[src/rtl/ghost_ctrl_pkg.sv]
// Shared types and helpers for the ghost sprite motion controller:
// state encoding, ctrl-word layout, colour codes and the per-axis
// step/clamp function used on every move step.
package ghost_ctrl_pkg;

    typedef enum logic [1:0] {
        IDLE  = 2'b00,
        CHASE = 2'b01,
        STUN  = 2'b10
    } state_t;

    localparam logic [1:0] COLOR_GREEN  = 2'b00;
    localparam logic [1:0] COLOR_PURPLE = 2'b01;
    localparam logic [1:0] COLOR_YELLOW = 2'b10;

    // ctrl = {color_sel[1:0], auto, id[1:0]}
    localparam int CTRL_ID_LSB    = 0;
    localparam int CTRL_AUTO_BIT  = 2;
    localparam int CTRL_COLOR_LSB = 3;

    localparam logic [1:0] BASE_ID = 2'b00;
    localparam logic [1:0] STUN_ID = 2'b11;

    function automatic logic [4:0] make_ctrl(input logic [1:0] color,
                                             input logic       auto_anim,
                                             input logic [1:0] id);
        logic [4:0] c;
        c = '0;
        c[CTRL_COLOR_LSB +: 2] = color;
        c[CTRL_AUTO_BIT]       = auto_anim;
        c[CTRL_ID_LSB +: 2]    = id;
        return c;
    endfunction

    // One move step on one axis: snap to the target when it is within
    // reach, otherwise move by spd toward it; then clamp to [0, lim].
    function automatic logic [10:0] axis_step(input logic [10:0] pos,
                                              input logic [10:0] tgt,
                                              input logic [2:0]  spd,
                                              input logic [10:0] lim);
        logic signed [11:0] d;
        logic signed [11:0] mag;
        logic signed [11:0] stp;
        logic signed [11:0] nxt;
        d   = $signed({1'b0, tgt}) - $signed({1'b0, pos});
        mag = (d < 0) ? -d : d;
        stp = $signed({9'd0, spd});
        if (mag <= stp)
            nxt = $signed({1'b0, tgt});
        else if (d < 0)
            nxt = $signed({1'b0, pos}) - stp;
        else
            nxt = $signed({1'b0, pos}) + stp;
        if (nxt < 0)
            return '0;
        else if (nxt > $signed({1'b0, lim}))
            return lim;
        else
            return nxt[10:0];
    endfunction

endpackage

[src/rtl/ghost_motion_ctrl_frame_tick_gen.sv]
// Frame tick generator: one-cycle pulse when the scan x coordinate
// steps from 0 to 1 on scan line V_TICK. Holding x at 1 for several
// clocks still yields a single pulse because x_d1 follows x.
module frame_tick_gen #(
    parameter int V_TICK = 480
) (
    input  logic        clk,
    input  logic        reset,
    input  logic [10:0] x,
    input  logic [10:0] y,
    output logic        tick
);

    logic [10:0] x_d1;

    // Delayed copy of x for 0->1 edge detection.
    always_ff @(posedge clk or posedge reset) begin
        // NOTE: sequential state uses non-blocking assignments so every
        // register samples pre-edge values regardless of block ordering.
        if (reset)
            x_d1 <= '0;
        else
            x_d1 <= x;
    end

    assign tick = (x_d1 == 11'd0) && (x == 11'd1) && (y == 11'(V_TICK));

endmodule

[src/rtl/ghost_motion_ctrl.sv]
// Zombie ghost motion/animation sequencer. Once per frame it steps the
// sprite origin toward the target, clamps it to the screen and drives the
// sprite ctrl word through an IDLE/CHASE/STUN state machine.
// Optional build macro GHOST_STUN_FLASH_EN: STUN colour alternates
// yellow/purple every 4 frames; otherwise STUN colour is fixed yellow.
module ghost_motion_ctrl
    import ghost_ctrl_pkg::*;
#(
    parameter int H_MAX       = 608,
    parameter int V_MAX       = 448,
    parameter int V_TICK      = 480,
    parameter int STEP_DIV    = 2,
    parameter int STUN_FRAMES = 60,
    parameter int SPAWN_X     = 304,
    parameter int SPAWN_Y     = 0
) (
    input  logic        clk,
    input  logic        reset,
    input  logic [10:0] x,
    input  logic [10:0] y,
    input  logic        en,
    input  logic [10:0] tgt_x,
    input  logic [10:0] tgt_y,
    input  logic [2:0]  speed,
    input  logic        hit,
    input  logic        respawn,
    output logic [10:0] x0,
    output logic [10:0] y0,
    output logic [4:0]  ctrl,
    output logic [1:0]  state,
    output logic        caught
);

    state_t      state_r, state_next;
    logic [10:0] x0_next, y0_next;
    logic [4:0]  ctrl_next;
    logic        caught_next;
    logic [3:0]  div_cnt, div_next;
    logic [7:0]  stun_cnt, stun_next;
    logic [1:0]  stun_color;
    logic        tick;

`ifdef GHOST_STUN_FLASH_EN
    logic [2:0]  flash_cnt, flash_next;
`endif

    frame_tick_gen #(.V_TICK(V_TICK)) u_tick (
        .clk   (clk),
        .reset (reset),
        .x     (x),
        .y     (y),
        .tick  (tick)
    );

    // Next-state, next-position and counter logic; respawn > hit > tick.
    always_comb begin
        // NOTE: every variable gets a default before any branch so no
        // path leaves it unassigned and no latch is inferred.
        state_next  = state_r;
        x0_next     = x0;
        y0_next     = y0;
        div_next    = div_cnt;
        stun_next   = stun_cnt;
`ifdef GHOST_STUN_FLASH_EN
        flash_next  = flash_cnt;
`endif
        if (respawn) begin
            state_next = IDLE;
            x0_next    = 11'(SPAWN_X);
            y0_next    = 11'(SPAWN_Y);
            div_next   = '0;
            stun_next  = '0;
`ifdef GHOST_STUN_FLASH_EN
            flash_next = '0;
`endif
        end else if (hit && state_r == CHASE) begin
            state_next = STUN;
            stun_next  = 8'(STUN_FRAMES - 1);
            div_next   = '0;
`ifdef GHOST_STUN_FLASH_EN
            flash_next = '0;
`endif
        end else if (tick) begin
            case (state_r)
                IDLE: begin
                    div_next = '0;
                    if (en)
                        state_next = CHASE;
                end
                CHASE: begin
                    if (!en) begin
                        state_next = IDLE;
                        div_next   = '0;
                    end else if (div_cnt == 4'(STEP_DIV - 1)) begin
                        div_next = '0;
                        x0_next  = axis_step(x0, tgt_x, speed, 11'(H_MAX));
                        y0_next  = axis_step(y0, tgt_y, speed, 11'(V_MAX));
                    end else begin
                        div_next = div_cnt + 4'd1;
                    end
                end
                STUN: begin
`ifdef GHOST_STUN_FLASH_EN
                    flash_next = flash_cnt + 3'd1;
`endif
                    if (stun_cnt == 8'd0)
                        state_next = IDLE;
                    else
                        stun_next = stun_cnt - 8'd1;
                end
                default: state_next = IDLE;
            endcase
        end

`ifdef GHOST_STUN_FLASH_EN
        stun_color = flash_next[2] ? COLOR_PURPLE : COLOR_YELLOW;
`else
        stun_color = COLOR_YELLOW;
`endif
        case (state_next)
            CHASE:   ctrl_next = make_ctrl(COLOR_GREEN, 1'b1, BASE_ID);
            STUN:    ctrl_next = make_ctrl(stun_color, 1'b0, STUN_ID);
            default: ctrl_next = make_ctrl(COLOR_PURPLE, 1'b0, BASE_ID);
        endcase

        caught_next = (state_r == CHASE) && (state_next == CHASE) &&
                      (x0 == tgt_x) && (y0 == tgt_y);
    end

    // Register bank; reset returns to the spawn point in IDLE.
    always_ff @(posedge clk or posedge reset) begin
        if (reset) begin
            state_r   <= IDLE;
            x0        <= 11'(SPAWN_X);
            y0        <= 11'(SPAWN_Y);
            ctrl      <= make_ctrl(COLOR_PURPLE, 1'b0, BASE_ID);
            caught    <= 1'b0;
            div_cnt   <= '0;
            stun_cnt  <= '0;
`ifdef GHOST_STUN_FLASH_EN
            flash_cnt <= '0;
`endif
        end else begin
            state_r   <= state_next;
            x0        <= x0_next;
            y0        <= y0_next;
            ctrl      <= ctrl_next;
            caught    <= caught_next;
            div_cnt   <= div_next;
            stun_cnt  <= stun_next;
`ifdef GHOST_STUN_FLASH_EN
            flash_cnt <= flash_next;
`endif
        end
    end

    assign state = state_r;

endmodule
[config.mk]
export PLATFORM = sky130hd
export DESIGN_NAME = ghost_motion_ctrl
export DESIGN_NICKNAME = d
export VERILOG_FILES = /design/src/rtl/ghost_ctrl_pkg.sv /design/src/rtl/ghost_motion_ctrl_frame_tick_gen.sv /design/src/rtl/ghost_motion_ctrl.sv
export SDC_FILE = /design/constraint.sdc
export NUM_CORES = 1
export LEC_CHECK = 0
export BUFFER_PORTS_ARGS = -buffer_cell sky130_fd_sc_hd__buf_2
export CAP_MARGIN = 30
export CORE_ASPECT_RATIO = 1.5
export CORE_MARGIN = 5
export CORE_UTILIZATION = 25
export DETAILED_ROUTE_END_ITERATION = 16
export PLACE_DENSITY_LB_ADDON = 0.1
export SLEW_MARGIN = 20
export SYNTH_ARGS = -nofsm -noshare
export SYNTH_HDL_FRONTEND = slang
export SYNTH_SLANG_ARGS = --single-unit
[constraint.sdc]
create_clock -name clk -period 12.8 [get_ports clk]
set_clock_uncertainty 0.1 [all_clocks]
set_input_delay 0.64 -clock clk [delete_from_list [all_inputs] [get_ports clk]]
set_output_delay 0.64 -clock clk [all_outputs]
set_load 0.02 [all_outputs]
==> summary.md <==
| Metric | Value |
|---|---|
| ANT cells | `0` |
| Worst Min Path Start | `x[0]` |
| Worst path most repeated cell | `o21ai_0` |
| First-pass GRT wire length | `28250 um` |
| Antenna violations before repair | `0` |
| Top-area cell type share of the netlist area | `0.2144` |
| Worst path cell trace | `inv_1, ha_1, nand2_1, nor3_1, a221o_1, nand2_1, ha_1, and2_1, o21ai_0, a31oi_1, o21ai_0, a21boi_0, nor4_1, nor3_1, xor2_1, a2111oi_0, o31ai_1, o21ai_0` |
| Crit path DAT | `6.32 ns` |
| Vias in the first global route | `5410` |
| Largest stage delay, worst path | `0.66 ns` |
| Synth unique cells | `79` |
| Post-Syn Instances | `675` |
| Hold depth | `1` |
| ANT nets after route | `0` |
| Max-cap viol count | `0` |
| Drt pass-1 iters | `4` |
| Worst slack, placed | `6.174 ns` |
| YS warnings | `0` |
| CTS buffer count | `5` |
| Gate power share | `0.321` |
| Input/output buffers | `81` |
| Ys async rst share | `1.000` |
| Power share of the clock group | `0.314` |
| Clk root buf | `clkbuf_16` |
| Remaining Overflow, GRT | `0` |
| CP Max Fanout | `18` |
| Starting density of the core | `0.2535` |
| Num rows | `66` |
| Max-slew headroom | `0.4283` |
| Clk sinks | `51` |
| NetSw | `149.8 uW` |
| Via count | `5186` |
| Die width | `130.9 um` |
| Worst Reg-to-Reg Cells | `18` |
| Skew-Pair Late Insertion Delay | `0.30 ns` |
| Crit end category | `register` |
| Ranking of synthesized cells by area | `dfrtp_1 (21%), ha_1 (14%), a21oi_1 (4.4%)` |
| Reg-to-reg endpoint | `y0[4]` |
| Fmax | `0.1589 GHz` |
| CTS tree | `built` |
| Clock transition at path regs | `0.07 ns` |
| Setup violators final | `0` |
| Hold WC Path Type | `in2reg` |
| Primary FF master, synth | `dfrtp_1` |
| Worst vdd ir | `0.04924 mV` |
| Max Slew Vio Count | `0` |
| Placed cell areas | `0.006155 mm2` |
| Post-synth EDFFs | `0` |
| Fin nets | `867` |
| Unrepaired setup endpoints after global routing | `no` |
| Slowest CP cell | `a221o_1` |
| Critical path startpoint category | `register` |
| # IOs | `82` |
| Chip Height | `191.4 um` |
| Die footprint | `0.02506 mm2` |
| Kind of critical path | `reg2reg` |
| Register area share after synthesis | `0.2336` |
| Synth Net Count | `792` |
| Post-synthesis sequential element count | `51` |
| Reg2Reg Launch Point | `y0[7]` |
| Area Growth Syn to Fin | `14.89%` |
| Pwr dens | `71.00 mW/mm2` |
| Leakage power total | `2.831 nW` |
| Share of layout cells above drive strength 1 | `0.1598` |
| Sw frac | `0.3349` |
| Slew at the pin closest to its max-slew limit | `0.8544 ns` |
| # hold bufs at CTS | `0` |
| Fin. Hold Viols | `0` |
| Synth Cell Area | `0.005485 mm2` |
| Mapped Avg Cell Area | `8.126 um2` |
| Initial DRC Count | `263` |
| Endpoint, Worst Hold | `u_tick.x_d1[0]` |
| Largest net degree at the start of global routing | `52` |
| CTS max path bufs | `2` |
| Post-DP HPWL | `14720 um` |
| GRT Resource Usage Total | `0.1427` |
| H-tree depth | `2` |
| Outcome | `completed` |
| Core Region | `0.02164 mm2` |
| Design area | `0.006302 mm2` |
| Fin cells | `1023` |
| Post-synth top area cell | `dfrtp_1` |
| R2R setup slack | `6.51 ns` |
| DRT Wirelength | `17650 um` |
| Int Pwr | `297.6 uW` |
| Flop pwr share | `0.365` |
| Post-layout min period | `6.291 ns` |
| Post-CTS Setup Repair Bufs | `0` |
| WL per Instance | `17.26 um` |
| Placed cell count | `1015` |
| CTS resizes | `0` |
| # DRC | `0` |
| Tcrit/Tclk final | `0.4915` |
| Fin Setup TNS | `0 ns` |
| Worst setup margin | `6.509 ns` |
| Placer congestion estimate | `0.8303` |
| WP data required | `12.83 ns` |
| Number of vias per cell | `5.069` |
## worst max path at each step
stage / endpoint / start / cells after the start
after global routing: y0[4] / y0[7] / 18
final: y0[4] / y0[7] / 18
after detailed placement: y0[4] / tgt_y[7] / 18
after CTS: y0[4] / y0[7] / 18
after floorplan: x0[3] / x0[4] / 20
after global placement: y0[4] / tgt_y[7] / 18
## logic make-up (layout without fill, tap and decap cells)
group                      after synthesis  in the layout  synth area share
adders and majority gates               65             65            0.1537
DFF                                     51             51            0.2336
muxes                                   11             11           0.02099
buffers and inverters                   62            138           0.04881
and+or+nand+nor                        261            261            0.2518
xor gates and xnor gates                45             45           0.07596
AOI/OAI and AO/OA                      180            180            0.2151
## registers in the layout (all words and copies together) (netlist names)
name         cells
state            2
u_tick.x_d1     11
div_cnt          4
caught           1
stun_cnt         8
ctrl             3
x0              11
y0              11
## synthesized netlist by cell type, types with 7 or more instances
cell type	count
o21a_1	8
nor2_1	58
a21o_1	13
a21oi_1	48
xnor2_1	27
dfrtp_1	47
mux2i_1	7
nand2b_1	16
o21ai_0	46
or3_1	10
nor4_1	16
nor2b_1	11
nor3_1	20
ha_1	61
or2_2	7
inv_1	47
xor2_1	15
nand2_1	45
nand3_1	30
## cells in the final DEF, fill, tap and decap left out, drive strengths merged, types with 5 or more instances in the layout
cell type and instances:
a211oi 7, a21o 13, a21oi 48, a31oi 6
and2 6, and3 5, buf 83, clkbuf 7
dfrtp 47, ha 61, inv 47, mux2i 7
nand2 45, nand2b 16, nand3 30, nand3b 6
nand4 6, nor2 59, nor2b 11, nor3 20
nor4 16, o21a 8, o21ai 52, or2 8
or3 11, xnor2 27, xor2 18
## critical path: cells and delay by family (launching register included)
| kind | cells | cell delay (ns) |
|---|---|---|
| AND/OR/NAND/NOR | 6 | 1.73 |
| AO/OA/AOI/OAI | 8 | 2.54 |
| adder cells (fa/ha/maj) | 2 | 0.92 |
| XOR/XNOR | 1 | 0.33 |
| buffers and inverters | 1 | 0.10 |
| flip-flops | 1 | 0.40 |
## metrics by stage
step	hold WS (ns)	util	total power [mW]
after floorplan	0.3738	-	0.2700
after global placement	0.4203	0.2845	0.3092
after detailed placement	0.4292	0.2845	0.3110
after CTS	0.3470	0.2913	0.4557
after global routing	0.3486	0.2913	0.4775
final	0.3549	0.2913	0.4475
## cell type report
type	count	area [um2]
inverters	47	176.4
repair buffers	83	420.4
clock inverters	1	5.005
fillers	2382	15330
flip-flops and latches	51	1281
multi-input cells	562	3936
clock buffers	7	142.6
well taps	272	340.3
## power groups by stage
stage | Clock (mW) | Sequential (mW) | Combinational (mW)
after floorplan | 0 | 0.166 | 0.104
after global placement | 0 | 0.166 | 0.143
after detailed placement | 0 | 0.166 | 0.144
after CTS | 0.147 | 0.163 | 0.145
after global routing | 0.152 | 0.163 | 0.162
final | 0.141 | 0.163 | 0.144
## per-layer routing
layer / vias up / global-route usage / part of all wire / routed length, um
met1: 2471 / 0.1640 / 0.41 / 7230
met4: 0 / 0.04157 / 0.019 / 344
met5: - / 0 / 0 / 0
met2: 93 / 0.2701 / 0.54 / 9580
li1: 2609 / - / - / -
met3: 13 / 0.01621 / 0.028 / 497
(Power assumes the default switching activity.)
